## config.mk

```make
export PLATFORM = sky130hd
export DESIGN_NAME = frame_loader
export DESIGN_NICKNAME = d
export VERILOG_FILES = /design/src/rtl/frame_loader.sv
export SDC_FILE = /design/constraint.sdc
export NUM_CORES = 1
export LEC_CHECK = 0
export ABC_AREA = 1
export CORE_MARGIN = 2
export CORE_UTILIZATION = 50
export CTS_CLUSTER_DIAMETER = 150
export CTS_CLUSTER_SIZE = 25
export DETAILED_ROUTE_END_ITERATION = 16
export DONT_BUFFER_PORTS = 1
export PLACE_DENSITY = 0.67
export RECOVER_POWER = 50
export SLEW_MARGIN = 5
export SYNTH_ARGS = -nofsm -noshare
export SYNTH_HDL_FRONTEND = slang
export SYNTH_SLANG_ARGS = --single-unit
```

## constraint.sdc

```tcl
create_clock -name CLK -period 3.7 [get_ports CLK]
set_input_delay 0.37 -clock CLK [delete_from_list [all_inputs] [get_ports CLK]]
set_output_delay 0.37 -clock CLK [all_outputs]
set_load 0.03 [all_outputs]
```

## src/rtl/frame_loader.sv

```systemverilog
// frame_loader: raster pixel stream -> three-pixel-wide row memory words.
// Each written word at address a packs {p[a+2], p[a+1], p[a]}, so the blur
// body can fetch a horizontal triple with a single read. The last two
// addresses run past the end of the frame and are padded with zeros.
module frame_loader #(
  parameter int imW     = 16,
  parameter int imH     = 16,
  parameter int addr_w  = 8,
  parameter int idata_w = 24
) (
  input  logic               CLK,
  input  logic               RST,
  input  logic               ST,
  input  logic [7:0]         PX_DATA,
  input  logic               PX_VALID,
  output logic               PX_READY,
  output logic [addr_w-1:0]  WADDR,
  output logic [idata_w-1:0] WDATA,
  output logic               WE,
  output logic               BUSY,
  output logic               DONE
);

  localparam int N = imW * imH;
  // Pixel counter is one bit wider than the address so that N itself fits.
  localparam logic [addr_w:0]   N_LAST = (addr_w+1)'(N - 1);
  localparam logic [addr_w-1:0] A_NM2  = addr_w'(N - 2);
  localparam logic [addr_w-1:0] A_NM1  = addr_w'(N - 1);

  typedef enum logic [2:0] {
    S_IDLE,
    S_LOAD,
    S_FLUSH1,
    S_FLUSH2,
    S_FIN
  } state_t;

  state_t               r_state;
  logic [addr_w:0]      r_n;
  logic [7:0]           r_w0;
  logic [7:0]           r_w1;
  logic                 r_ready;
  logic                 r_we;
  logic [addr_w-1:0]    r_waddr;
  logic [idata_w-1:0]   r_wdata;
  logic                 r_busy;
  logic                 r_done;

  logic                 w_xfer;
  logic                 w_last;
  logic                 w_has2;

  // A pixel moves only when the loader advertised ready during LOAD.
  assign w_xfer = (r_state == S_LOAD) & PX_VALID & r_ready;
  assign w_last = (r_n == N_LAST);
  // Once two pixels sit in the window, the incoming one completes a word.
  assign w_has2 = (r_n >= (addr_w+1)'(2));

  // Frame sequencing, pixel window and registered write port.
  always_ff @(posedge CLK or posedge RST) begin
    if (RST) begin
      r_state <= S_IDLE;
      r_n     <= '0;
      r_w0    <= '0;
      r_w1    <= '0;
      r_ready <= 1'b0;
      r_we    <= 1'b0;
      r_waddr <= '0;
      r_wdata <= '0;
      r_busy  <= 1'b0;
      r_done  <= 1'b0;
    end else begin
      // Strobes are single-cycle unless a state re-asserts them.
      r_we   <= 1'b0;
      r_done <= 1'b0;
      case (r_state)
        S_IDLE: begin
          r_ready <= 1'b0;
          r_busy  <= 1'b0;
          if (ST) begin
            r_n     <= '0;
            r_w0    <= '0;
            r_w1    <= '0;
            r_ready <= 1'b1;
            r_busy  <= 1'b1;
            r_state <= S_LOAD;
          end
        end
        S_LOAD: begin
          if (w_xfer) begin
            r_w0 <= r_w1;
            r_w1 <= PX_DATA;
            r_n  <= r_n + (addr_w+1)'(1);
            if (w_has2) begin
              r_we    <= 1'b1;
              r_waddr <= r_n[addr_w-1:0] - addr_w'(2);
              r_wdata <= {PX_DATA, r_w1, r_w0};
            end
            // Last pixel accepted: stop advertising ready, drain the window.
            if (w_last) begin
              r_ready <= 1'b0;
              r_state <= S_FLUSH1;
            end
          end
        end
        S_FLUSH1: begin
          r_we    <= 1'b1;
          r_waddr <= A_NM2;
          r_wdata <= {8'h00, r_w1, r_w0};
          r_state <= S_FLUSH2;
        end
        S_FLUSH2: begin
          r_we    <= 1'b1;
          r_waddr <= A_NM1;
          r_wdata <= {8'h00, 8'h00, r_w1};
          r_state <= S_FIN;
        end
        S_FIN: begin
          // BUSY stays up through the DONE cycle and drops on the next edge
          // unless a new ST arrives then.
          r_done  <= 1'b1;
          r_state <= S_IDLE;
        end
        default: r_state <= S_IDLE;
      endcase
    end
  end

  assign PX_READY = r_ready;
  assign WE       = r_we;
  assign WADDR    = r_waddr;
  assign WDATA    = r_wdata;
  assign BUSY     = r_busy;
  assign DONE     = r_done;

endmodule

```

==> results.json, run 1 <==
{
  "hpwl_microns": 4330,
  "cts_buffer_depth": 2,
  "tightest_slew_ns": 1.79,
  "synthSimpleGateAreaFrac_pct": 30.0,
  "violations": "capacitance limit, slew limit",
  "power_density_nw_per_um2": 983,
  "finalCritPeriodShare_pct": 60.6,
  "cp.buffers_inverters": 1,
  "syn_nets": 384,
  "syn_to_final_growth_pct": 6.34,
  "cts_tree": "yes",
  "holdCritPathClass": "primary input to flip-flop",
  "path_max_fanout": 33,
  "vias_per_cell": 5.31,
  "diodes": 0,
  "grt_pass1_wl_microns": 11000,
  "antenna_found_initial": 0,
  "maxCapViolCount": 1,
  "seqPwrFrac_pct": 41.5,
  "die_area_sq_um": 6890,
  "p_int_w": 0.00169,
  "relSlewSlack_pct": -19.4,
  "fmax_mhz": 446,
  "ctsHoldBuffers": 0,
  "cp_common_cell": "nand2_1",
  "worstPathRequired_ns": 3.93,
  "fp.dieW_microns": 83,
  "synth.distinct_cells": 32,
  "final_cell_mix": "98 x nand2_1, 64 x dfrtp_1, 63 x nand3_1, 33 x inv_1, 21 x nor2_1",
  "first_pass_iters": 7,
  "coreArea_sq_um": 5990,
  "cts.clk_slew.worst_paths_ns": 0.07,
  "hold_ws_ns": 0.160,
  "track_usage_pct": 19.6,
  "drt_iter0_markers": 140,
  "crit_arrival_ns": 2.47,
  "grt.overflow.total": 0,
  "cts_resized": 0,
  "power_switching_w": 0.00157,
  "place.gp.congestion": 0.850,
  "synth_xor_area_share_pct": 0.842,
  "num_vias": 2353,
  "clock_power_share_pct": 20.2,
  "report.final.hold_viol_count": 0,
  "fin_skew_ns": 0.00797,
  "ant_nets": 0,
  "synth_area_leader_cell": "dfrtp_1",
  "rows": 28,
  "layout_commonest_cell": "nand2_1",
  "drc_errors": 0,
  "synth.area.mux_share_pct": 0,
  "cpPeakStageDelay_ns": 0.43,
  "critPathKind": "flip-flop to flip-flop",
  "ios": 48,
  "start_kind": "flip-flop",
  "outcome": "finished with violations",
  "period_needed_ns": 2.24,
  "yosysSeqAreaShare_pct": 51.3,
  "crit_family": "simple AND/OR/NAND/NOR gates",
  "insertion_delay_ns": 0.34,
  "yosys_warnings": 0,
  "rsz0062_at_grt": "no",
  "peakVddDrop_v": 0.000568,
  "die_h_microns": 83,
  "worstPathCellList": "inv_1 > ha_1 > nand2_1 > nor2_1 > nand2_2 > nand2_4 > nand2_2 > nand2_1 > nand2_1",
  "htreeDepth": 3,
  "nNetsFinal": 380,
  "critPathCaptureType": "flip-flop",
  "start_util_pct": 52.1,
  "routed_wl_microns": 6430,
  "wl_per_cell_microns": 14.5,
  "synth_area_leaders": "dfrtp_1 51%, nand2_1 12%, nand3_1 10%",
  "setup_violations": 0,
  "cts_buffers": 9,
  "synth_adder_area_share_pct": 2.00,
  "synth_top_family_by_area": "simple AND/OR/NAND/NOR gates",
  "setup-tns-final_ns": 0,
  "postSynthAreaPerCell_sq_um": 8.50,
  "grt_max_degree": 48,
  "drv_slew": 48,
  "synth_compound_area_share_pct": 7.18,
  "syn_area_sq_um": 3120,
  "worst_path_max_delay_cell": "dfrtp_1",
  "io_buffers": 0,
  "syn_inst": 367,
  "drive_gt1_share_pct": 10.9,
  "synth-seq-cells": 64,
  "p_sw_share_pct": 48.2,
  "synth_top_area_share_pct": 51.3,
  "placed_cell_area_sq_um": 3110,
  "grt_pass1_vias": 2308,
  "cts_root_buf": "clkbuf_8",
  "p_leak_nw": 1.68,
  "clock_sinks": 64,
  "pwr-share-comb_pct": 38.4,
  "fillers": 541,
  "stdcell_area_sq_um": 3320,
  "postCtsSetupBuffers": 0
}
[registers in the layout, indices dropped and copies added (netlist names)]
register,cells
r_state,3
r_w1,8
r_w0,8
BUSY,1
PX_READY,1
WDATA,24
WE,1
DONE,1
r_n,9
WADDR,8
[area by class of cell]
class	instances	area [sq um]	area share, %
Tap cell	75	93.8	2.83
Multi-Input combinational cell	247	1250	37.6
Clock buffer	11	131	3.96
Timing Repair Buffer	2	11.3	0.339
Sequential cell	64	1600	48.3
Inverter	39	151	4.56
Clock inverter	5	81.3	2.45
[metal layers]
layer  track usage, %  vias up  routed length, microns
li1                 -     1183                       -
met1             24.9     1101                    2970
met2             30.9       51                    2990
met3             6.06       18                     305
met4             8.64        0                     162
met5                0        -                       0
[path summary, 6_finish.rpt]
path	to	start	depth (start not counted)	slack (ns)
max in group asynchronous	r_w1[5]	RST	2	1.62
min	r_w1[6]	PX_DATA[6]	2	0.16
max	WDATA[7]	r_n[1]	9	1.46
min reg2reg	r_n[8]	r_n[8]	2	0.48
min in group asynchronous	WDATA[11]	RST	1	0.49
max reg2reg	WDATA[7]	r_n[1]	9	1.46
[logic make-up after synthesis]
kind of cell | count (synthesis)
AOI/OAI and AO/OA | 38
xor gates and xnor gates | 3
adders and majority gates | 5
buffers and inverters | 56
DFF | 64
and+or+nand+nor | 201
[Yosys cell counts, drive strengths merged]
library cell	count
inv	38
ha	5
buf	14
o21ai	29
a21oi	1
clkbuf	3
nand3b	1
a22oi	1
nand4	2
nand3	64
nand2	103
clkinv	1
xor2	3
nor3	3
dfrtp	64
o22ai	7
nor2	26
or2	2
[stage by stage]
stage	total power [W]	worst slack, ns	std cells	util [%]
after floorplan	0.00248	1.73	367	-
after global placement	0.00260	1.54	427	51.9
after detailed placement	0.00264	1.46	427	51.9
after CTS	0.00329	1.46	443	55.5
after global routing	0.00350	1.09	443	55.4
final	0.00326	1.46	443	55.4
[power groups by stage]
stage	Sequential [W]	Clock [W]	Combinational (W)
finish	0.00135	0.000657	0.00125
global route	0.00138	0.000695	0.00143
CTS	0.00136	0.000669	0.00127
detailed placement	0.00137	0	0.00126
global placement	0.00137	0	0.00124
floorplan	0.00132	0	0.00116
No activity file was read; power rests on OpenSTA's default activity.
==> run 2, diff against run 1 <==
- clock period: 3.7 -> 2.2 ns (I/O delays scaled with it)
==> results.json, run 2 (same netlist as run 1, synthesis figures left out) <==
{
  "outcome": "completed",
  "rsz0062_at_grt": "no",
  "diodes": 0,
  "io_buffers": 0,
  "holdCritPathClass": "primary input to flip-flop",
  "grt.overflow.total": 0,
  "fp.dieW_microns": 83,
  "antenna_found_initial": 0,
  "first_pass_iters": 4,
  "maxCapViolCount": 0,
  "cts.clk_slew.worst_paths_ns": 0.07,
  "drc_errors": 0,
  "setup-tns-final_ns": 0,
  "cts_tree": "yes",
  "hpwl_microns": 4440,
  "final_cell_mix": "98 x nand2_1, 64 x dfrtp_1, 63 x nand3_1, 34 x inv_1",
  "wl_per_cell_microns": 14.6,
  "min_to": "r_w1[1]",
  "layout_commonest_cell": "nand2_1",
  "r2r_setup_slack_ns": 0.25,
  "critPathCaptureType": "flip-flop",
  "post-place-ws_ns": 0.259,
  "nNetsFinal": 386,
  "largest_register_ffs": 24,
  "finalCritPeriodShare_pct": 88.7,
  "rows": 28,
  "rr_worst_depth": 8,
  "drv_slew": 0,
  "place.gp.congestion": 0.840,
  "drt_iter0_markers": 159,
  "crit_arrival_ns": 2.23,
  "syn_to_final_growth_pct": 9.18,
  "num_vias": 2447,
  "report.final.hold_viol_count": 0,
  "path_max_fanout": 5,
  "insertion_delay_ns": 0.35,
  "start_kind": "flip-flop",
  "period_needed_ns": 1.95,
  "track_usage_pct": 19.8,
  "tightest_slew_ns": 0.953,
  "min_path_cells": 2,
  "cts_buffer_depth": 2,
  "grt_pass1_wl_microns": 11000,
  "peakVddDrop_v": 0.00109,
  "timing.final.ws_setup_ns": 0.249,
  "relSlewSlack_pct": 36.4,
  "die_h_microns": 83,
  "cts_resized": 0,
  "ios": 48,
  "ant_nets": 0,
  "drive_gt1_share_pct": 12.3,
  "cts_buffers": 9,
  "start_util_pct": 52.1,
  "rr_startpoint": "r_n[1]",
  "fin_skew_ns": 0.00892,
  "routed_wl_microns": 6550,
  "p_leak_nw": 1.72,
  "clock_sinks": 64,
  "worstPathRequired_ns": 2.48,
  "die_area_sq_um": 6890,
  "vias_per_cell": 5.45,
  "fmax_mhz": 513,
  "critPathKind": "flip-flop to flip-flop",
  "r2r_end": "r_n[8]",
  "hold_ws_ns": 0.0130,
  "grt_pass1_vias": 2318,
  "power_density_nw_per_um2": 1660,
  "hold_start": "PX_DATA[1]",
  "cts_root_buf": "clkbuf_8",
  "grt_max_degree": 41,
  "coreArea_sq_um": 5990,
  "htreeDepth": 3,
  "setup_violations": 0
}
## run 2: cell types whose count changed in the layout (fill, tap and decap cells not counted)
cell	delta
buf_4	+3
bufinv_16	+1
clkbuf_1	-3
clkbuf_4	+1
clkinv_4	-1
clkinvlp_4	+1
dlygate4sd3_1	+3
inv_1	+1
inv_2	-1
inv_6	+1
nor2_1	-1
nor2_2	+1
## run 2: repair_timing
item | CTS | global route
endpoints found under the setup margin | 0 | 0
setup buffers | 0 | 0
hold endpoints to repair | 26 | 0
hold buffers | 3 | 0
## run 2: per-stage QoR
step	utilization (%)	power [W]	area (sq um)	std cells
floorplan	-	0.00417	3120	367
global placement	52.5	0.00442	3150	430
detailed placement	52.5	0.00446	3150	430
CTS	57.1	0.00573	3420	449
global route	56.9	0.00607	3410	449
finish	56.9	0.00567	3410	449
## run 2: where the power goes
| group | total [W] | internal, W | switching [W] |
|---|---|---|---|
| registers | 0.00227 | 0.00158 | 0.000688 |
| clock network | 0.00125 | 0.000754 | 0.000493 |
| logic | 0.00216 | 0.000655 | 0.00150 |
| total | 0.00567 | 0.00299 | 0.00268 |
## run 2: final cells by class
class,instances,area [sq um]
fillers,553,2580
flip-flops and latches,64,1600
multi-input cells,247,1250
inverters,39,151
clock buffers,9,124
clock inverters,7,119
well taps,75,93.8
repair buffers,8,67.6
## run 2: critical path, stage by stage (launching register included)
cell and delay, ns:
dfrtp_1 0.42, ha_1 0.22, nand3_1 0.12, nor2_1 0.20, inv_1 0.08, nor3_1 0.16, ha_1 0.26, or2_2 0.30
o21ai_2 0.13
## run 2: worst max path at each step
| stage | depth (start not counted) | slack, ns | endpoint | from |
|---|---|---|---|---|
| after floorplan | 1 | 0.38 | BUSY | RST |
| after global placement | 8 | 0.30 | r_n[8] | r_n[1] |
| after detailed placement | 8 | 0.26 | r_n[8] | r_n[1] |
| after CTS | 8 | 0.24 | r_n[8] | r_n[1] |
| after global routing | 9 | 0.04 | WDATA[4] | r_n[1] |
| final | 8 | 0.25 | r_n[8] | r_n[1] |
## run 2: routing by layer
layer	GRT usage [%]	wire [microns]
met5	0	0
met2	29.4	2970
met3	6.86	433
met4	7.75	129
met1	26.7	3010
==> run 3, diff against run 2 <==
- CELL_PAD_IN_SITES_DETAIL_PLACEMENT: not set -> 0
- CELL_PAD_IN_SITES_GLOBAL_PLACEMENT: not set -> 1
- CORE_UTILIZATION: 50 -> 47
- PLACE_DENSITY: 0.67 -> 0.81
- SLEW_MARGIN: 5 -> 0
==> results.json, run 3 (same netlist as run 1, synthesis figures left out) <==
{
  "first_pass_iters": 4,
  "drive_gt1_share_pct": 12.5,
  "fin_skew_ns": 0.00827,
  "report.final.hold_viol_count": 0,
  "worstPathRequired_ns": 2.47,
  "rr_startpoint": "r_n[1]",
  "critPathKind": "flip-flop to flip-flop",
  "setup_violations": 0,
  "antenna_found_initial": 0,
  "multi_input_area_sq_um": 1250,
  "layout_commonest_cell": "nand2_1",
  "hold_start": "PX_DATA[4]",
  "vias_per_cell": 5.21,
  "power_density_nw_per_um2": 1670,
  "insertion_delay_ns": 0.34,
  "r2r_setup_slack_ns": 0.24,
  "fp.dieW_microns": 85.5,
  "num_vias": 2356,
  "outcome": "completed",
  "peakVddDrop_v": 0.000985,
  "start_kind": "flip-flop",
  "cpPeakStageDelay_ns": 0.43,
  "worstPathCellList": "ha_1 > nand3_1 > nor2_1 > inv_1 > nor3_1 > ha_1 > or2_2 > o21ai_2",
  "io_buffers": 0,
  "wl_per_cell_microns": 14.6,
  "nNetsFinal": 387,
  "post-place-ws_ns": 0.247,
  "cp.buffers_inverters": 1,
  "coreArea_sq_um": 6390,
  "critPathCaptureType": "flip-flop",
  "timing.final.ws_setup_ns": 0.240,
  "rr_worst_depth": 8,
  "maxCapViolCount": 0,
  "final_cell_mix": "98 x nand2_1, 64 x dfrtp_1, 63 x nand3_1, 34 x inv_1, 21 x nor2_1",
  "min_path_cells": 2,
  "fillers": 633,
  "clock_sinks": 64,
  "seq_area_sq_um": 1600,
  "cts_tree": "yes",
  "grt.overflow.total": 0,
  "crit_family": "simple AND/OR/NAND/NOR gates",
  "htreeDepth": 3,
  "p_int_w": 0.00301,
  "grt_max_degree": 25,
  "largest_register_ffs": 24,
  "p_leak_nw": 1.73,
  "place.gp.congestion": 0.808,
  "clock_power_share_pct": 21.7,
  "drc_errors": 0,
  "finalCritPeriodShare_pct": 89.1,
  "cts_root_buf": "clkbuf_8",
  "rows": 29,
  "drv_slew": 0,
  "tightest_slew_ns": 0.838,
  "drt_iter0_markers": 143,
  "setup-tns-final_ns": 0,
  "p_sw_share_pct": 47.1,
  "fmax_mhz": 510,
  "relSlewSlack_pct": 44.1,
  "period_needed_ns": 1.96,
  "holdCritPathClass": "primary input to flip-flop",
  "path_max_fanout": 5,
  "die_area_sq_um": 7310,
  "routed_wl_microns": 6610,
  "cts_buffers": 9,
  "ant_nets": 0,
  "cp_common_cell": "ha_1",
  "crit_arrival_ns": 2.23,
  "diodes": 0,
  "pwr-share-comb_pct": 38.4,
  "cts.clk_slew.worst_paths_ns": 0.07,
  "syn_to_final_growth_pct": 9.22,
  "cts_buffer_depth": 2,
  "worst_path_max_delay_cell": "dfrtp_1",
  "grt_pass1_wl_microns": 11500,
  "start_util_pct": 48.9,
  "ios": 48,
  "r2r_end": "r_n[8]",
  "die_h_microns": 85.5,
  "hpwl_microns": 4800,
  "grt_pass1_vias": 2403,
  "track_usage_pct": 20.1,
  "min_to": "r_w1[4]",
  "seqPwrFrac_pct": 39.9,
  "power_switching_w": 0.00267,
  "rsz0062_at_grt": "no"
}
==> run 3: layout make-up <==
type / instances / share of cell area, %
Clock inverter: 7 / 3.52
Inverter: 39 / 4.44
Timing Repair Buffer: 9 / 1.98
Multi-Input combinational cell: 247 / 36.6
Clock buffer: 9 / 3.63
Sequential cell: 64 / 47.0
Tap cell: 77 / 2.83
==> run 3: worst max path at each step <==
stage / slack (ns) / end / startpoint / cells past startpoint
2_1_floorplan: 0.38 / BUSY / RST / 1
3_3_place_gp: 0.29 / r_n[8] / r_n[1] / 8
3_5_place_dp: 0.25 / r_n[8] / r_n[1] / 8
4_1_cts: 0.22 / r_n[8] / r_n[1] / 8
5_1_grt: 0.05 / r_n[8] / r_n[1] / 8
6_report: 0.24 / r_n[8] / r_n[1] / 8
==> run 3: power by group through the flow <==
stage                     Combinational, W  Sequential (W)  Clock (W)
after floorplan                    0.00195         0.00223          0
after global placement             0.00220         0.00230          0
after detailed placement           0.00221         0.00230          0
after CTS                          0.00222         0.00228    0.00126
after global routing               0.00251         0.00232    0.00130
final                              0.00218         0.00227    0.00123
==> run 3: stage by stage <==
step / util (%) / hold WS, ns / instances / power (W) / area (sq um)
floorplan: - / 0.341 / 367 / 0.00417 / 3120
global placement: 49.4 / 0.153 / 434 / 0.00450 / 3150
detailed placement: 49.4 / 0.155 / 434 / 0.00451 / 3150
CTS: 53.5 / 0.000923 / 452 / 0.00577 / 3420
global route: 53.4 / 0.00453 / 452 / 0.00613 / 3410
finish: 53.4 / 0.00794 / 452 / 0.00568 / 3410
==> run 3: what timing repair did <==
item	in CTS	in global routing
hold buffers	2	0
setup buffers	0	0
resized for setup	0	0
endpoints found under the hold margin	21	0
==> run 3: routing by layer <==
metal	wire length [microns]	track usage (%)	vias to the layer above
li1	-	-	1185
met1	3100	25.3	1115
met2	3070	32.4	46
met3	325	5.16	10
met4	116	9.24	0
met5	0	0	-
